===== config.mk =====
export PLATFORM = sky130hd
export DESIGN_NAME = sync_fifo_ctrl
export DESIGN_NICKNAME = d
export VERILOG_FILES = /design/src/rtl/sync_fifo_ctrl.sv
export SDC_FILE = /design/constraint.sdc
export NUM_CORES = 1
export LEC_CHECK = 0
export BUFFER_PORTS_ARGS = -buffer_cell sky130_fd_sc_hd__clkbuf_2
export CORE_ASPECT_RATIO = 1.25
export CORE_UTILIZATION = 52
export DETAILED_ROUTE_END_ITERATION = 10
export PLACE_DENSITY = 0.74
export SYNTH_ARGS = -nofsm -noshare
export SYNTH_HDL_FRONTEND = slang
export SYNTH_SLANG_ARGS = --single-unit

===== constraint.sdc =====
create_clock -name clk -period 2.6 [get_ports clk]
set_clock_uncertainty 0.2 [all_clocks]
set_input_delay 0.52 -clock clk [delete_from_list [all_inputs] [get_ports clk]]
set_output_delay 0.52 -clock clk [all_outputs]
set_load 0.01 [all_outputs]

===== src/rtl/sync_fifo_ctrl.sv =====
// Single-clock FIFO with occupancy count, programmable almost-flags,
// sticky overflow/underflow errors and a selectable show-ahead or registered read port.
module sync_fifo_ctrl #(
    parameter int DSIZE         = 8,
    parameter int ASIZE         = 3,
    parameter int FWFT          = 1,
    parameter int AFULL_THRESH  = (1 << ASIZE) - 1,
    parameter int AEMPTY_THRESH = 1
) (
    input  logic             clk,
    input  logic             rst,
    input  logic [DSIZE-1:0] wdata,
    input  logic             winc,
    output logic             wfull,
    output logic             walmost_full,
    output logic             wovf,
    input  logic             rinc,
    output logic [DSIZE-1:0] rdata,
    output logic             rvalid,
    output logic             rempty,
    output logic             ralmost_empty,
    output logic             runf,
    output logic [ASIZE:0]   count
);

    localparam int MEMDEPTH = 1 << ASIZE;
    localparam logic [ASIZE:0] DEPTH_CNT  = (ASIZE + 1)'(MEMDEPTH);
    localparam logic [ASIZE:0] AFULL_CNT  = (ASIZE + 1)'(AFULL_THRESH);
    localparam logic [ASIZE:0] AEMPTY_CNT = (ASIZE + 1)'(AEMPTY_THRESH);

    logic [DSIZE-1:0] mem [MEMDEPTH];

    logic [ASIZE:0] wptr_reg;
    logic [ASIZE:0] wptr_next;
    logic [ASIZE:0] rptr_reg;
    logic [ASIZE:0] rptr_next;
    logic [ASIZE:0] count_reg;
    logic [ASIZE:0] count_next;
    logic           wovf_reg;
    logic           wovf_next;
    logic           runf_reg;
    logic           runf_next;
    logic           wr_en;
    logic           rd_en;

    // Status flags come only from the registered count, so a request is
    // accepted or rejected against the state settled at the previous edge.
    assign wfull         = (count_reg == DEPTH_CNT);
    assign rempty        = (count_reg == '0);
    assign walmost_full  = (count_reg >= AFULL_CNT);
    assign ralmost_empty = (count_reg <= AEMPTY_CNT);
    assign wovf          = wovf_reg;
    assign runf          = runf_reg;
    assign count         = count_reg;

    // Requests arriving while reset is asserted are dropped outright.
    assign wr_en = winc && !wfull && !rst;
    assign rd_en = rinc && !rempty && !rst;

    always_comb begin
        wptr_next  = wptr_reg;
        rptr_next  = rptr_reg;
        count_next = count_reg;
        wovf_next  = wovf_reg | (winc && wfull);
        runf_next  = runf_reg | (rinc && rempty);
        if (wr_en) begin
            wptr_next = wptr_reg + 1'b1;
        end
        if (rd_en) begin
            rptr_next = rptr_reg + 1'b1;
        end
        case ({wr_en, rd_en})
            2'b10:   count_next = count_reg + 1'b1;
            2'b01:   count_next = count_reg - 1'b1;
            default: count_next = count_reg;
        endcase
    end

    always_ff @(posedge clk) begin
        if (rst) begin
            wptr_reg  <= '0;
            rptr_reg  <= '0;
            count_reg <= '0;
            wovf_reg  <= 1'b0;
            runf_reg  <= 1'b0;
        end else begin
            wptr_reg  <= wptr_next;
            rptr_reg  <= rptr_next;
            count_reg <= count_next;
            wovf_reg  <= wovf_next;
            runf_reg  <= runf_next;
        end
    end

    // Storage is deliberately not reset.
    always_ff @(posedge clk) begin
        if (wr_en) begin
            mem[wptr_reg[ASIZE-1:0]] <= wdata;
        end
    end

    generate
        if (FWFT != 0) begin : g_show_ahead
            // Head entry is presented combinationally; valid whenever non-empty.
            assign rdata  = mem[rptr_reg[ASIZE-1:0]];
            assign rvalid = !rempty;
        end else begin : g_registered
            logic [DSIZE-1:0] rdata_reg;
            logic             rvalid_reg;

            always_ff @(posedge clk) begin
                if (rst) begin
                    rdata_reg  <= '0;
                    rvalid_reg <= 1'b0;
                end else begin
                    rvalid_reg <= rd_en;
                    if (rd_en) begin
                        rdata_reg <= mem[rptr_reg[ASIZE-1:0]];
                    end
                end
            end

            assign rdata  = rdata_reg;
            assign rvalid = rvalid_reg;
        end
    endgenerate

    // Occupancy must always agree with the pointer distance.
    a_count_matches_ptrs: assert property (@(posedge clk) disable iff (rst)
        count_reg == (wptr_reg - rptr_reg));

endmodule


==> reports/metrics.csv <==
stage,metric,value,unit
outcome,status,"complete, no violations",
clocking,htree_levels,3,
clocking,cts_num_sinks,79,
sta,layout_min_cycle_time,2.58,ns
drt,drc_errors,0,
clocking,clockBufferDepth,2,
layout,syn_to_final_growth,17.6,%
yosys,seq_area_frac_synth,68.6,%
pwr,clkPwrFrac,34.3,%
yosys,synth_top_area_share,59.3,%
yosys,ys_ff_latch,79,
drt,drt_iter0_drc,162,
global_routing,antenna_found_initial,0,
yosys,yosysWarningCount,0,
drt,wl,5.42,mm
pwr,seqPwrFrac,52.8,%
clocking,insertion_delay,0.34,ns
pwr,p_per_area,711,mW/mm2
floorplan,start_util,55.0,%
yosys,synth_area,0.00324,mm2
global_routing,overflow,0,
sta,hold_ws,0.245,ns
floorplan,die_h,90.3,um
yosys,synth_fp_nets,200,
yosys,ys_types,32,
sta,rsz0062_at_grt,true,
placed_design,port_buffers,30,
layout,fin_nets,248,
layout,largest_reg_flops,64,
worst_setup_path,worstSetupStartpointType,register,
worst_setup_path,crit_fanout,8,
sta,hold_viol,0,
yosys,synthTopCellsByArea,"edfxtp_1 (59%), dfxtp_1 (9.3%), mux4_1 (8.1%), mux4_2 (4.2%), mux2_2 (3.8%)",
yosys,avgSynthCellArea,17.8,um2
drt,drt-wirelength-per-cell,17.1,um
pwr,p_leak,1.37,nW
sta,tightest_slew,0.466,ns
drt,vias,1718,
pwr,comb_power_share,12.9,%
global_routing,grt_pass1_vias,1658,
clocking,cts_root_buf,clkbuf_8,
clocking,cts_made_buffers,9,
floorplan,design.die.area,0.00655,mm2
clocking,clkTransAtPathRegs,0.07,ns
global_routing,grt_max_degree,17,
layout,layout_common_cells,"edfxtp_1 (64), clkbuf_2 (30), buf_4 (13)",
layout,mostFrequentLayoutCell,edfxtp_1,
pwr,vdd_ir_drop_max,0.425,mV
placed_design,post_dp_cell_area,0.00356,mm2
layout,n_fill_cell,461,
global_routing,track_usage,18.2,%
hold_path,hold_class,primary input to register,
sta,maxSlewHeadroom,68.9,%
sta,period_share,99.0,%
yosys,synth_top_area_cell,edfxtp_1,
drt,via_per_inst,5.42,
sta,finalSetupViolCount,0,
worst_setup_path,crit_arrival,1.86,ns
clocking,cts_tree,built,
drt,dr.pass1.iters,4,
flow_run,max-cap-violations,0,
floorplan,fp.dieW,72.6,um
pwr,p_sw_share,21.9,%
global_routing,grt_pass1_wl,8.31,mm
yosys,synthCells,182,
sta,setup_tns,0,ns
pwr,p_sw,0.594,mW
pwr,intPower,2.12,mW
layout,fin_area,0.00381,mm2
worst_setup_path,worstPathRequired,1.88,ns
placed_design,place.gp.congestion,0.747,
floorplan,row_count,31,
placed_design,hpwl,3.32,mm
layout,num_antenna_cells,0,
sta,max_freq,0.388,GHz
sta,slew_viol_final,0,
worst_setup_path,crit_type,register to output pin,
drt,antenna_left,0,
floorplan,core_area,0.00590,mm2
layout,drive_gt1_share,36.6,%
worst_setup_path,endpoint_kind,output pin,
pwr,total_power,2.71,mW
floorplan,io_pins,31,
cell usage after synthesis, drive strengths merged:
master / number
nand3b: 1
dfxtp: 15
nor3: 6
edfxtp: 64
mux4: 16
or4b: 1
nor2: 11
nand4b: 2
or3: 4
xor2: 2
o21ai: 5
a211oi: 1
nand2b: 2
ha: 6
nor4: 1
inv: 6
clkbuf: 2
mux2i: 1
nor2b: 3
nand2: 1
mux2: 11
a21o: 1
a21oi: 9
buf: 6
nand3: 4
nor3b: 1
power by group through the flow:
| stage | clock, mW | sequential, mW | combinational, mW |
|---|---|---|---|
| after floorplan | 0 | 1.45 | 0.220 |
| after global placement | 0 | 1.45 | 0.319 |
| after detailed placement | 0 | 1.45 | 0.324 |
| after CTS | 0.951 | 1.43 | 0.344 |
| after global routing | 1.00 | 1.43 | 0.383 |
| final | 0.931 | 1.43 | 0.349 |
layer usage:
layer / share of wire (%) / GRT usage (%) / vias to the layer above
met5: 0 / 0 / -
li1: - / - / 819
met1: 43 / 22.3 / 851
met2: 51 / 29.0 / 39
met4: 2.1 / 9.15 / 0
met3: 3.5 / 5.36 / 9
through the flow:
| stage | worst slack [ns] | instances | utilization [%] |
|---|---|---|---|
| final | 0.0249 | 317 | 64.6 |
| after global routing | -0.0284 | 317 | 64.6 |
| after floorplan | 0.0190 | 182 | - |
| after detailed placement | 0.0556 | 300 | 60.3 |
| after CTS | 0.000745 | 317 | 64.4 |
| after global placement | 0.124 | 300 | 60.3 |
final cells by class:
| type | count | area [um2] | area share [%] |
|---|---|---|---|
| Tap cell | 82 | 103 | 2.69 |
| Multi-Input combinational cell | 89 | 956 | 25.1 |
| Sequential cell | 79 | 2230 | 58.5 |
| Clock buffer | 11 | 131 | 3.45 |
| Clock inverter | 5 | 72.6 | 1.90 |
| Timing Repair Buffer | 45 | 295 | 7.75 |
| Inverter | 6 | 22.5 | 0.591 |
worst max-delay path, cell delays in order, from the launching register on:
cell and delay [ns]:
dfxtp_4 0.39, buf_12 0.14, mux4_1 0.56, mux2_4 0.29, clkbuf_2 0.13
path summary, 6_finish.rpt:
path	start	endpoint	slack (ns)	depth (start not counted)
setup / recovery	register	rdata[3]	0.02	4
hold / removal	wdata[0]	mem[6][0]	0.24	1
setup reg to reg	count[0]	count[3]	0.16	9
hold reg to reg	wovf	wovf	0.28	2
logic make-up (layout without fill, tap and decap cells):
logic type	count (synthesis)	count (layout)	synth area share, %
adder cells (fa/ha/maj)	6	6	2.32
multiplexers	28	28	16.4
AO/OA/AOI/OAI	16	16	2.63
flip-flops	79	79	68.6
buffers and inverters	14	67	2.43
AND/OR/NAND/NOR	37	37	7.10
XOR/XNOR	2	2	0.541
timing repair:
item | 4_1_cts | 5_1_grt
gates resized for setup | 4 | 5
setup endpoints to repair | 2 | 8
setup buffers | 0 | 0
hold buffers | 0 | 0
gates cloned | 1 | 0
(Power assumes the default switching activity.)
